===== src/rtl/vga_mem_arbiter_pkg.sv =====
// Shared definitions for the VGA pixel SRAM arbiter: default bus widths,
// FSM state encodings and the per-edge grant decision record.
package vga_mem_arbiter_pkg;

  localparam int ADDR_W_DEF = 18;
  localparam int DATA_W_DEF = 16;

  typedef enum logic [2:0] {
    ST_IDLE    = 3'd0,
    ST_RD      = 3'd1,
    ST_WR      = 3'd2,
    ST_WR_HOLD = 3'd3,
    ST_TURN    = 3'd4
  } state_e;

  typedef struct packed {
    logic rd;
    logic wr;
    logic forced;
  } grant_t;

endpackage


===== src/rtl/vga_rd_pipe.sv =====
// Read-return pipeline: valid bits ride a READ_LAT-deep shift register and
// the SRAM bus is sampled on the edge where the oldest launch matures.
module vga_rd_pipe #(
  parameter int READ_LAT = 2,
  parameter int DATA_W   = 16
) (
  input  logic              clk,
  input  logic              rst,
  input  logic              launch,
  input  logic [DATA_W-1:0] mem_rdata,
  output logic              rd_valid,
  output logic [DATA_W-1:0] rd_data
);

  // vld_pipe[i] is set i edges after the launch edge
  logic [READ_LAT:0] vld_pipe;

  always_ff @(posedge clk) begin
    if (rst) begin
      vld_pipe <= '0;
      rd_data  <= '0;
    end else begin
      vld_pipe <= {vld_pipe[READ_LAT-1:0], launch};
      if (vld_pipe[READ_LAT-1]) rd_data <= mem_rdata;
    end
  end

  assign rd_valid = vld_pipe[READ_LAT];

endmodule


===== src/rtl/vga_mem_arbiter.sv =====
// Display-read / draw-write arbiter for one asynchronous single-port SRAM,
// with bus turnaround, fixed read latency and write starvation relief.
module vga_mem_arbiter
  import vga_mem_arbiter_pkg::*;
#(
  parameter int ADDR_W     = ADDR_W_DEF,
  parameter int DATA_W     = DATA_W_DEF,
  parameter int READ_LAT   = 2,
  parameter int TURN_CYC   = 1,
  parameter int STARVE_MAX = 64
) (
  input  logic              clk,
  input  logic              rst,
  input  logic              rd_req,
  input  logic [ADDR_W-1:0] rd_addr,
  output logic              rd_ack,
  output logic              rd_valid,
  output logic [DATA_W-1:0] rd_data,
  input  logic              wr_req,
  input  logic [ADDR_W-1:0] wr_addr,
  input  logic [DATA_W-1:0] wr_data,
  output logic              wr_ack,
  output logic [ADDR_W-1:0] mem_addr,
  output logic [DATA_W-1:0] mem_wdata,
  output logic              mem_data_oe,
  output logic              mem_oe_n,
  output logic              mem_we_n,
  input  logic [DATA_W-1:0] mem_rdata,
  output logic              stat_forced
);

  localparam int TW = (TURN_CYC > 1) ? $clog2(TURN_CYC) : 1;
  localparam int SW = $clog2(STARVE_MAX + 1);

  state_e        state, state_nx;
  logic          last_wr, last_wr_nx;
  logic [TW-1:0] turn_cnt, turn_cnt_nx;
  logic [SW-1:0] starve_cnt, starve_cnt_nx;
  logic          starved, pick_rd, pick_wr, decide;
  grant_t        gnt;

  always_comb begin
    starved     = wr_req && (starve_cnt == SW'(STARVE_MAX));
    pick_rd     = rd_req && !starved;
    pick_wr     = wr_req && !pick_rd;
    decide      = (state inside {ST_IDLE, ST_RD, ST_WR_HOLD}) ||
                  (state == ST_TURN && turn_cnt == TW'(TURN_CYC - 1));
    state_nx    = state;
    last_wr_nx  = last_wr;
    turn_cnt_nx = turn_cnt;
    gnt         = '0;

    case (state)
      ST_WR:   state_nx = ST_WR_HOLD;
      ST_TURN: if (!decide) turn_cnt_nx = turn_cnt + 1'b1;
      default: ;
    endcase

    if (decide) begin
      state_nx = ST_IDLE;
      if (pick_rd || pick_wr) begin
        // a completed turnaround grants whichever side wins now, no second turn
        if (state != ST_TURN && pick_wr != last_wr) begin
          state_nx    = ST_TURN;
          turn_cnt_nx = '0;
        end else if (pick_rd) begin
          state_nx   = ST_RD;
          last_wr_nx = 1'b0;
          gnt.rd     = 1'b1;
        end else begin
          state_nx   = ST_WR;
          last_wr_nx = 1'b1;
          gnt.wr     = 1'b1;
          gnt.forced = starved && rd_req;
        end
      end
    end

    // the count tracks refusal of the request currently on the port
    starve_cnt_nx = starve_cnt;
    if (!wr_req || gnt.wr)                  starve_cnt_nx = '0;
    else if (starve_cnt != SW'(STARVE_MAX)) starve_cnt_nx = starve_cnt + 1'b1;
  end

  always_ff @(posedge clk) begin
    if (rst) begin
      state       <= ST_IDLE;
      last_wr     <= 1'b0;
      turn_cnt    <= '0;
      starve_cnt  <= '0;
      mem_addr    <= '0;
      mem_wdata   <= '0;
      mem_data_oe <= 1'b0;
      mem_oe_n    <= 1'b1;
      mem_we_n    <= 1'b1;
      rd_ack      <= 1'b0;
      wr_ack      <= 1'b0;
      stat_forced <= 1'b0;
    end else begin
      state       <= state_nx;
      last_wr     <= last_wr_nx;
      turn_cnt    <= turn_cnt_nx;
      starve_cnt  <= starve_cnt_nx;
      rd_ack      <= gnt.rd;
      wr_ack      <= gnt.wr;
      stat_forced <= gnt.forced;
      mem_oe_n    <= !gnt.rd;
      mem_we_n    <= !gnt.wr;
      mem_data_oe <= gnt.wr || (state_nx == ST_WR_HOLD);
      if (gnt.rd) begin
        mem_addr <= rd_addr;
      end else if (gnt.wr) begin
        mem_addr  <= wr_addr;
        mem_wdata <= wr_data;
      end
    end
  end

  vga_rd_pipe #(
    .READ_LAT (READ_LAT),
    .DATA_W   (DATA_W)
  ) u_rd_pipe (
    .clk       (clk),
    .rst       (rst),
    .launch    (gnt.rd),
    .mem_rdata (mem_rdata),
    .rd_valid  (rd_valid),
    .rd_data   (rd_data)
  );

endmodule

===== config.mk =====
export PLATFORM = sky130hd
export DESIGN_NAME = vga_mem_arbiter
export DESIGN_NICKNAME = d
export VERILOG_FILES = /design/src/rtl/vga_mem_arbiter_pkg.sv /design/src/rtl/vga_rd_pipe.sv /design/src/rtl/vga_mem_arbiter.sv
export SDC_FILE = /design/constraint.sdc
export NUM_CORES = 1
export LEC_CHECK = 0
export BUFFER_PORTS_ARGS = -buffer_cell sky130_fd_sc_hd__buf_2
export CELL_PAD_IN_SITES_DETAIL_PLACEMENT = 1
export CELL_PAD_IN_SITES_GLOBAL_PLACEMENT = 2
export CORE_ASPECT_RATIO = 1.4
export CORE_MARGIN = 3
export CORE_UTILIZATION = 30
export CTS_BUF_LIST = sky130_fd_sc_hd__clkbuf_4 sky130_fd_sc_hd__clkbuf_8
export DETAILED_ROUTE_END_ITERATION = 6
export MAX_ROUTING_LAYER = met4
export PLACE_DENSITY_LB_ADDON = 0.08
export SETUP_SLACK_MARGIN = 0.1
export SYNTH_ARGS = -nofsm -noshare
export SYNTH_HDL_FRONTEND = slang
export SYNTH_SLANG_ARGS = --single-unit

===== constraint.sdc =====
create_clock -name clk -period 4.52 [get_ports clk]
set_input_delay 1.13 -clock clk [delete_from_list [all_inputs] [get_ports clk]]
set_output_delay 1.13 -clock clk [all_outputs]
set_load 0.1 [all_outputs]

==> results of run 1 <==
flip-flops by register name, indices dropped and copies added, names as in the netlist, 3 cells and up:
signal and count:
mem_addr 18, mem_wdata 16, u_rd_pipe.rd_data 16, starve_cnt 7, state 3, u_rd_pipe.vld_pipe 3
cells in the mapped netlist:
cell type | number | area share, %
o21ai_0 | 1 | 0.17
nand3_1 | 6 | 1.0
buf_6 | 3 | 1.2
and3b_1 | 2 | 0.61
nor3b_2 | 1 | 0.44
nand2_1 | 4 | 0.52
a21bo_2 | 1 | 0.35
a211oi_2 | 10 | 4.4
ha_1 | 2 | 0.87
nor2b_1 | 4 | 0.87
and2_1 | 1 | 0.22
a211oi_1 | 8 | 2.1
buf_2 | 3 | 0.52
nor4b_1 | 1 | 0.31
o21ai_2 | 1 | 0.31
nand3b_1 | 2 | 0.52
xor2_1 | 4 | 1.2
nor3_1 | 3 | 0.52
o2bb2ai_1 | 1 | 0.31
xnor2_1 | 2 | 0.61
and3_1 | 2 | 0.44
mux2i_1 | 51 | 18
buf_1 | 2 | 0.26
inv_1 | 5 | 0.66
buf_4 | 1 | 0.26
nor2_1 | 40 | 5.2
or2_2 | 1 | 0.22
clkbuf_1 | 10 | 1.3
a31oi_1 | 1 | 0.22
nand2b_1 | 7 | 1.5
or4b_4 | 1 | 0.48
nor4bb_1 | 1 | 0.35
dfxtp_1 | 70 | 49
a21oi_1 | 23 | 4.0
and4bb_2 | 1 | 0.44
a311o_2 | 1 | 0.39
a211o_1 | 1 | 0.31
metal layers:
| layer | GRT usage, % | wire (um) | vias to the layer above |
|---|---|---|---|
| met5 | - | 0 | - |
| met1 | 17.1 | 3270 | 1156 |
| li1 | - | - | 1214 |
| met3 | 4.87 | 488 | 12 |
| met2 | 22.1 | 3670 | 84 |
| met4 | 6.81 | 182 | 0 |
power breakdown:
| part | total (mW) | switching [mW] | leakage (nW) | internal, mW |
|---|---|---|---|---|
| clock | 0.510 | 0.218 | 0.102 | 0.292 |
| combinational | 0.364 | 0.278 | 1.18 | 0.0865 |
| sequential | 0.665 | 0.0187 | 0.571 | 0.646 |
path summary, 6_finish.rpt:
check	depth (start not counted)	to	slack [ns]	startpoint
max reg2reg	5	stat_forced$_SDFF_PP0_	1.76	starve_cnt[2]$_SDFFE_PP0P_
min reg2reg	1	u_rd_pipe.vld_pipe[1]$_SDFF_PP0_	0.46	u_rd_pipe.vld_pipe[0]$_SDFF_PP0_
min	1	u_rd_pipe.vld_pipe[1]$_SDFF_PP0_	0.46	u_rd_pipe.vld_pipe[0]$_SDFF_PP0_
max	6	stat_forced$_SDFF_PP0_	1.76	wr_req
logic make-up (layout without fill, tap and decap cells):
group           after synthesis  count (layout)  share of synthesized area (%)
fa+ha+maj                     2               2                          0.874
other cells                   0               1                              0
flops                        70              70                           49.0
mux                          51              51                           17.8
buf+inv                      24             150                           4.20
compound gates               48              48                           12.5
xor+xnor                      6               6                           1.84
simple gates                 77              77                           13.8
cell usage in the layout, fill, tap and decap left out, types with 2 or more instances in the layout:
cell type  instances
nor3_1             3
nand3b_1           2
inv_1              5
clkbuf_8          11
nor2b_1            4
a211oi_2          10
buf_4              3
ha_1               2
nand2_1            4
a211oi_1           8
nor2_1            40
dfxtp_1           70
buf_2            128
xnor2_1            2
and3_1             2
a21oi_1           23
nand3_1            6
nand2b_1           7
xor2_1             4
mux2i_1           51
and3b_1            2
clkbuf_4           2
layout make-up:
type                            count  share of cell area, %
Antenna cell                        1                 0.0666
Clock buffer                       13                   4.43
Clock inverter                      1                  0.799
Inverter                            5                  0.500
Multi-Input combinational cell    184                   35.7
Sequential cell                    70                   37.3
Tap cell                          107                   3.56
Timing Repair Buffer              131                   17.6
worst max-delay path: stages:
cell     delay (ns)
buf_2          0.14
and3b_1        0.19
a21oi_1        0.14
a311o_2        0.38
and2_1         0.79
and3_1         0.26
through the flow:
stage	util [%]	hold WS, ns	std cells	total power [mW]
floorplan	-	0.455	278	0.971
global placement	38.8	0.451	497	1.04
detailed placement	38.8	0.457	497	1.05
CTS	40.9	0.468	511	1.57
global route	40.9	0.473	512	1.61
finish	40.9	0.459	512	1.54
==> flow_metrics.env, run 1 <==
export IMPL_drtIter0Drc=65
export IMPL_fin_ws_ns=1.76
export IMPL_setup_viol=0
export IMPL_drive_gt1_share_pct=40.1
export IMPL_grt_max_degree=33
export IMPL_drc=0
export IMPL_final_setup_tns_ns=0
export IMPL_status="finished clean"
export IMPL_cts_resized=0
export IMPL_startpoint_type="input port"
export IMPL_portBuffers=128
export IMPL_numCtsBuffers=9
export IMPL_synthDistinctLibCells=37
export IMPL_synth_area_mm2=0.00286
export IMPL_avgSynthCellArea_um2=10.3
export IMPL_critPathArrivalTime_ns=3.04
export IMPL_grt_total_usage_pct=14.5
export IMPL_vias_per_cell=4.82
export IMPL_grt_remaining_overflow=0
export IMPL_dr_total_vias=2466
export IMPL_hold_buffers=0
export IMPL_drv_cap=0
export IMPL_tritoncts="done"
export IMPL_seq_area_frac_synth_pct=49.0
export IMPL_rsz0062_at_grt="false"
export IMPL_yosysWarnings=0
export IMPL_cts_root_buf="clkbuf_8"
export IMPL_area_growth_pct=31.2
export IMPL_final_area_mm2=0.00376
export IMPL_core_area_mm2=0.00918
export IMPL_antenna_found_initial=1
export IMPL_worstPathMaxFanout=20
export IMPL_max_slew_worst_pin_slew_ns=0.950
export IMPL_cts_num_sinks=70
export IMPL_pre_cts_ws_ns=1.34
export IMPL_worstSetupPathType="in -> reg"
export IMPL_multi_input_comb_area_mm2=0.00134
export IMPL_slew_headroom_pct=36.6
export IMPL_fp_dieArea_mm2=0.0108
export IMPL_fin_crit_ns=2.76
export IMPL_clk_pin_slew_ns=0.07
export IMPL_hold_viol=0
export IMPL_routed_wl_um=7610
export IMPL_dp_hpwl_um=5420
export IMPL_io_pins=129
export IMPL_ys_ff_latch=70
export IMPL_ir_drop_v=0.000162
export IMPL_register_area_mm2=0.00140
export IMPL_die_y_um=122
export IMPL_htreeDepth=3
export IMPL_num_rows=41
export IMPL_fillCellCount=1081
export IMPL_finalCritPeriodShare_pct=61.1
export IMPL_drtAntennaViolNets=0
export IMPL_dpl_cell_area_mm2=0.00356
export IMPL_nets=475
export IMPL_netlist_instances=278
export IMPL_holdCritPathClass="reg -> reg"
export IMPL_post_cts_buffers=0
export IMPL_clk_path_buf_depth=2
export IMPL_syn_nets=352
export IMPL_worstSetupEndpointType="register"
export IMPL_clock_skew_ns=0.00699
export IMPL_wl_per_cell_um=14.9
export IMPL_clk_latency_ns=0.34
export IMPL_dr_pass1_iters=4
export IMPL_timing_fmax_mhz=362
export IMPL_p_per_area_mw_per_mm2=410
export IMPL_initial_core_util_pct=31.2
export IMPL_gp_congestion=0.730
export IMPL_die_w_um=88.6
export IMPL_p_leak_nw=1.85
export IMPL_required_ns=4.80
export IMPL_slew_violations=0
export IMPL_first_global_vias=2466
export IMPL_grt_pass1_wl_um=11700
(Power assumes the default switching activity.)
==> run 2, diff against run 1 <==
ABC_AREA = 1   (was not set)
CORE_UTILIZATION = 23   (was 30)
clock period = 2.5 ns   (was 4.52 ns; I/O delays follow)
==> flow_metrics.env, run 2 <==
export IMPL_status="finished clean"
export IMPL_met3_usage_pct=4.55
export IMPL_htreeDepth=3
export IMPL_num_rows=48
export IMPL_critPathTopFamily="simple AND/OR/NAND/NOR gates"
export IMPL_crit_buf_inv=3
export IMPL_r2r_start="starve_cnt[0]$_SDFFE_PP0P_"
export IMPL_synthDistinctLibCells=31
export IMPL_r2r_setup_slack_ns=0.52
export IMPL_startpoint_type="register"
export IMPL_fillCellCount=1593
export IMPL_yosys_top_cells_count="nand2_1 (87), dfxtp_1 (70), inv_1 (53)"
export IMPL_antenna_found_initial=0
export IMPL_clock_skew_ns=0.0106
export IMPL_core_area_mm2=0.0125
export IMPL_timing_fmax_mhz=504
export IMPL_finalCritPeriodShare_pct=79.3
export IMPL_worstSetupEndpointType="register"
export IMPL_placed_cells=670
export IMPL_portBuffers=128
export IMPL_max_slew_worst_pin_slew_ns=0.518
export IMPL_post_cts_buffers=0
export IMPL_clk_latency_ns=0.35
export IMPL_hold_viol=0
export IMPL_synth_area_mm2=0.00298
export IMPL_fp_dieArea_mm2=0.0144
export IMPL_vias_per_cell=4.36
export IMPL_avgSynthCellArea_um2=7.42
export IMPL_critPathArrivalTime_ns=2.28
export IMPL_area_growth_pct=34.9
export IMPL_final_setup_tns_ns=0
export IMPL_die_w_um=102
export IMPL_setup_viol=0
export IMPL_ir_drop_v=0.000289
export IMPL_yosysMostFrequentCell="nand2_1"
export IMPL_grt_busiest_layer="met2"
export IMPL_dpl_cell_area_mm2=0.00378
export IMPL_cts_resized=0
export IMPL_seq_area_frac_synth_pct=47.0
export IMPL_dp_hpwl_um=6980
export IMPL_required_ns=2.79
export IMPL_ys_ff_latch=70
export IMPL_layout_commonest_cell="buf_2"
export IMPL_drv_cap=0
export IMPL_gr_usage_met2_pct=23.9
export IMPL_final_util_pct=32.2
export IMPL_synth_top_cell_by_area="dfxtp_1"
export IMPL_worstSetupPathType="reg -> reg"
export IMPL_reg2regPathDepth=12
export IMPL_whs_endpoint="u_rd_pipe.vld_pipe[1]$_SDFF_PP0_"
export IMPL_tritoncts="done"
export IMPL_grt_total_usage_pct=14.0
export IMPL_initial_core_util_pct=23.9
export IMPL_worstPathMaxFanout=18
export IMPL_worstHoldStart="u_rd_pipe.vld_pipe[0]$_SDFF_PP0_"
export IMPL_io_pins=129
export IMPL_drc=0
export IMPL_drtIter0Drc=79
export IMPL_hold_buffers=0
export IMPL_syn_nets=476
export IMPL_final_area_mm2=0.00402
export IMPL_gp_congestion=0.739
export IMPL_drtAntennaViolNets=0
export IMPL_rsz0062_at_grt="false"
export IMPL_crit_top_cell="inv_1"
export IMPL_holdCritPathClass="reg -> reg"
export IMPL_grt_pass1_wl_um=15300
export IMPL_regMostFlops="mem_addr"
export IMPL_netlist_instances=402
export IMPL_clk_pin_slew_ns=0.08
export IMPL_cts_num_sinks=70
export IMPL_routed_wl_um=9370
export IMPL_dr_pass1_iters=6
export IMPL_yosysWarnings=0
export IMPL_reg_largest_list="mem_addr x18, mem_wdata x16, u_rd_pipe.rd_data x16"
export IMPL_numCtsBuffers=9
export IMPL_synth_async_reset_ratio_pct=0
export IMPL_synthTopCellsByArea="dfxtp_1 (47%), nand2_1 (11%), inv_1 (6.7%)"
export IMPL_die_y_um=141
export IMPL_cp_cell_sequence="inv_1 -> ha_1 -> nand2_1 -> inv_1 -> nand3_4 -> a21oi_4 -> nand2_2 -> nand3_2 -> nand3_4 -> nor2_8 -> inv_1 -> nor2_1"
export IMPL_first_global_vias=3107
export IMPL_worstReg2RegEnd="stat_forced$_SDFF_PP0_"
export IMPL_met1_usage_pct=15.0
export IMPL_clk_path_buf_depth=2
export IMPL_drive_gt1_share_pct=31.5
export IMPL_p_per_area_mw_per_mm2=877
export IMPL_slowest_stage="dfxtp_1"
export IMPL_yosysTopAreaCellShare_pct=47.0
export IMPL_fin_crit_ns=1.98
export IMPL_fin_cells=686
export IMPL_slew_headroom_pct=65.4
export IMPL_pre_cts_ws_ns=0.356
export IMPL_synth_edf_count=0
export IMPL_cpPeakStageDelay_ns=0.33
export IMPL_nets=605
export IMPL_slew_violations=0
export IMPL_diodes=0
export IMPL_dr_total_vias=2989
export IMPL_grt_remaining_overflow=0
export IMPL_fin_ws_ns=0.518
export IMPL_largest_register_ff_count=18
export IMPL_holdPathStages=2
export IMPL_p_leak_nw=2.12
export IMPL_wl_per_cell_um=13.7
export IMPL_layout_common_cells="buf_2 (128), nand2_1 (87), dfxtp_1 (70)"
export IMPL_synthFlopType="dfxtp_1"
export IMPL_cts_root_buf="clkbuf_8"
export IMPL_grt_max_degree=28
==> run 2: changes by cell type after synthesis, moves of 4 or more <==
| cell | change |
|---|---|
| mux2i_1 | -51 |
| nand2_1 | +83 |
| inv_1 | +48 |
| nand2b_1 | -7 |
| a211oi_2 | -10 |
| a211oi_1 | -8 |
| o21ai_0 | +35 |
| nor2b_1 | -4 |
| nand3_1 | +30 |
| nor2_1 | +10 |
==> run 2: power by group <==
| group | internal, mW | total (mW) | leakage [nW] | switching, mW |
|---|---|---|---|---|
| sequential | 1.21 | 1.26 | 0.574 | 0.0460 |
| clock | 0.688 | 1.14 | 0.126 | 0.448 |
| combinational | 0.210 | 1.13 | 1.42 | 0.922 |
==> run 2: worst reg2reg max path, delay by kind of cell (launching register included) <==
kind / cells / cell delay [ns]
and+or+nand+nor: 7 / 0.98
adders and majority gates: 1 / 0.17
DFF: 1 / 0.33
buffers and inverters: 3 / 0.28
AOI/OAI and AO/OA: 1 / 0.17
==> run 2: worst max path at each step <==
stage | from | to | slack [ns] | cells after the start
floorplan | wr_req | mem_addr[0]$_SDFFE_PP0P_ | 0.79 | 8
global placement | wr_req | mem_addr[1]$_SDFFE_PP0P_ | 0.39 | 8
detailed placement | wr_req | mem_addr[2]$_SDFFE_PP0P_ | 0.36 | 8
CTS | starve_cnt[0]$_SDFFE_PP0P_ | stat_forced$_SDFF_PP0_ | 0.47 | 12
global route | starve_cnt[1]$_SDFFE_PP0P_ | mem_addr[2]$_SDFFE_PP0P_ | 0.28 | 13
finish | starve_cnt[0]$_SDFFE_PP0P_ | stat_forced$_SDFF_PP0_ | 0.52 | 12
==> run 2: through the flow <==
step	power (mW)	hold slack [ns]
6_report	3.53	0.422
5_1_grt	3.73	0.438
4_1_cts	3.60	0.425
3_5_place_dp	2.44	0.422
3_3_place_gp	2.43	0.419
2_1_floorplan	2.20	0.438
==> run 2: area by class of cell <==
| cell class | instances | area [um2] | share of cell area (%) |
|---|---|---|---|
| flip-flops and latches | 70 | 1400 | 34.8 |
| multi-input cells | 259 | 1270 | 31.6 |
| repair buffers | 135 | 706 | 17.5 |
| inverters | 56 | 210 | 5.23 |
| well taps | 150 | 188 | 4.67 |
| clock buffers | 10 | 138 | 3.42 |
| clock inverters | 6 | 109 | 2.71 |
==> run 2: logic make-up after synthesis <==
family | after synthesis | share of synthesized area (%)
buffers and inverters | 73 | 10.4
xor gates and xnor gates | 5 | 1.47
adders and majority gates | 2 | 0.839
and+or+nand+nor | 188 | 28.6
AOI/OAI and AO/OA | 64 | 11.7
DFF | 70 | 47.0
==> run 2: per-layer routing <==
metal	share of wire (%)	wire, um
met1	41	3850
met2	51	4780
met3	6.6	616
met4	1.4	129
met5	0	0
==> run 3, diff against run 2 <==
clock period = 1.8 ns   (was 2.5 ns; I/O delays follow)
==> flow_metrics.env, run 3 (same netlist as run 2, synthesis figures left out) <==
export IMPL_clk_latency_ns=0.35
export IMPL_crit_buf_inv=5
export IMPL_fp_dieArea_mm2=0.0144
export IMPL_critPathTopFamily="simple AND/OR/NAND/NOR gates"
export IMPL_critPathArrivalTime_ns=2.05
export IMPL_hold_buffers=0
export IMPL_layout_common_cells="buf_2 (128), dfxtp_1 (68), nand2_1 (67)"
export IMPL_dpl_cell_area_mm2=0.00382
export IMPL_wl_per_cell_um=13.8
export IMPL_vias_per_cell=4.35
export IMPL_area_growth_pct=45.0
export IMPL_whs_endpoint="mem_wdata[2]$_SDFFE_PP0P_"
export IMPL_io_pins=129
export IMPL_diodes=0
export IMPL_dr_total_vias=3070
export IMPL_worstPathMaxFanout=8
export IMPL_dp_hpwl_um=7170
export IMPL_holdCritPathClass="in -> reg"
export IMPL_slowest_stage="dfxtp_2"
export IMPL_cp_cell_sequence="inv_2 -> ha_4 -> nand2_2 -> inv_2 -> nand3_4 -> nor2_1 -> nor2_1 -> inv_1 -> nand3_4 -> nor2_8 -> buf_6 -> buf_12 -> nand2_2 -> nand2_1"
export IMPL_final_setup_tns_ns=0
export IMPL_regMostFlops="mem_addr"
export IMPL_grt_total_usage_pct=14.2
export IMPL_reg_largest_list="mem_addr x18, mem_wdata x16, u_rd_pipe.rd_data x16"
export IMPL_fin_crit_ns=1.76
export IMPL_slew_violations=0
export IMPL_first_global_vias=3209
export IMPL_layout_commonest_cell="buf_2"
export IMPL_routed_wl_um=9760
export IMPL_worstSetupEndpointType="register"
export IMPL_p_per_area_mw_per_mm2=1070
export IMPL_worstSetupPathType="reg -> reg"
export IMPL_num_rows=48
export IMPL_hold_ws_ns=0.299
export IMPL_grt_pass1_wl_um=15500
export IMPL_drc=0
export IMPL_required_ns=2.09
export IMPL_holdPathStages=3
export IMPL_final_area_mm2=0.00433
export IMPL_clk_path_buf_depth=2
export IMPL_grt_max_degree=26
export IMPL_cts_root_buf="clkbuf_8"
export IMPL_setup_viol=0
export IMPL_initial_core_util_pct=23.9
export IMPL_power_mw=4.62
export IMPL_worstReg2RegEnd="mem_wdata[12]$_SDFFE_PP0P_"
export IMPL_grt_remaining_overflow=0
export IMPL_cts_num_sinks=70
export IMPL_dr_pass1_iters=4
export IMPL_status="finished clean"
export IMPL_numCtsBuffers=9
export IMPL_core_area_mm2=0.0125
export IMPL_tritoncts="done"
export IMPL_r2r_setup_slack_ns=0.04
export IMPL_max_slew_worst_pin_slew_ns=0.511
export IMPL_drv_cap=0
export IMPL_htreeDepth=3
export IMPL_drtIter0Drc=38
export IMPL_largest_register_ff_count=18
export IMPL_r2r_start="starve_cnt[0]$_SDFFE_PP0P_"
export IMPL_nets=626
export IMPL_hold_viol=0
export IMPL_antenna_found_initial=0
export IMPL_drive_gt1_share_pct=39.4
export IMPL_cp_startpoint="starve_cnt[0]$_SDFFE_PP0P_"
export IMPL_startpoint_type="register"
export IMPL_slew_headroom_pct=66.2
export IMPL_drtAntennaViolNets=0
export IMPL_final_util_pct=34.6
export IMPL_finalCritPeriodShare_pct=97.8
export IMPL_rsz0062_at_grt="true"
export IMPL_ir_drop_v=0.000459
export IMPL_timing_fmax_mhz=568
export IMPL_die_w_um=102
export IMPL_cpPeakStageDelay_ns=0.33
export IMPL_clk_pin_slew_ns=0.07
export IMPL_die_y_um=141
export IMPL_worstHoldStart="wr_data[2]"
export IMPL_p_leak_nw=2.28
export IMPL_clock_skew_ns=0.0104
export IMPL_portBuffers=128
export IMPL_gp_congestion=0.711
export IMPL_reg2regPathDepth=14
[run 3: layout make-up]
cell class	instances	area (um2)
inverter	56	210
tap	150	188
clock inverter	4	22.5
sequential	70	1400
fill	1535	8170
clock buffer	11	151
multi-input combinational	259	1410
timing repair buffer	156	945
[run 3: what timing repair did]
| item | in CTS | in global routing |
|---|---|---|
| resized for setup | 16 | 29 |
| gates cloned | 1 | 0 |
| endpoints found under the setup margin | 50 | 49 |
| pin swaps | 6 | 4 |
| setup buffers | 12 | 2 |
[run 3: worst reg2reg max path, delay by kind of cell, from the launching register on]
kind                     cells  cell delay (ns)
adder cells (fa/ha/maj)      1             0.15
AND/OR/NAND/NOR              8             0.74
flip-flops                   1             0.33
buffers and inverters        5             0.48
[run 3: report_power, final]
group          switching (mW)  total, mW  internal [mW]
registers              0.0672       1.75           1.68
logic                    1.32       1.71          0.388
clock network           0.597       1.16          0.561
[run 3: worst max-delay path by stage]
stage / slack, ns / end / cells after the start
2_1_floorplan: 0.14 / mem_addr[0]$_SDFFE_PP0P_ / 14
3_3_place_gp: 0.02 / stat_forced$_SDFF_PP0_ / 12
3_5_place_dp: -0.11 / stat_forced$_SDFF_PP0_ / 12
4_1_cts: 0.01 / mem_wdata[2]$_SDFFE_PP0P_ / 13
5_1_grt: -0.09 / mem_wdata[13]$_SDFFE_PP0P_ / 14
6_report: 0.04 / mem_wdata[12]$_SDFFE_PP0P_ / 14
[run 3: metrics by stage]
stage / cells / setup slack (ns)
2_1_floorplan: 402 / 0.143
6_report: 706 / 0.0398
5_1_grt: 706 / -0.0941
3_3_place_gp: 676 / 0.0182
4_1_cts: 704 / 0.0105
3_5_place_dp: 676 / -0.113
[run 3: metal layers]
layer | vias to the layer above | global-route usage (%) | wire [um]
li1 | 1554 | - | -
met1 | 1419 | 15.2 | 3860
met2 | 87 | 25.2 | 5140
met3 | 10 | 3.37 | 607
met4 | 0 | 4.77 | 148
met5 | - | - | 0
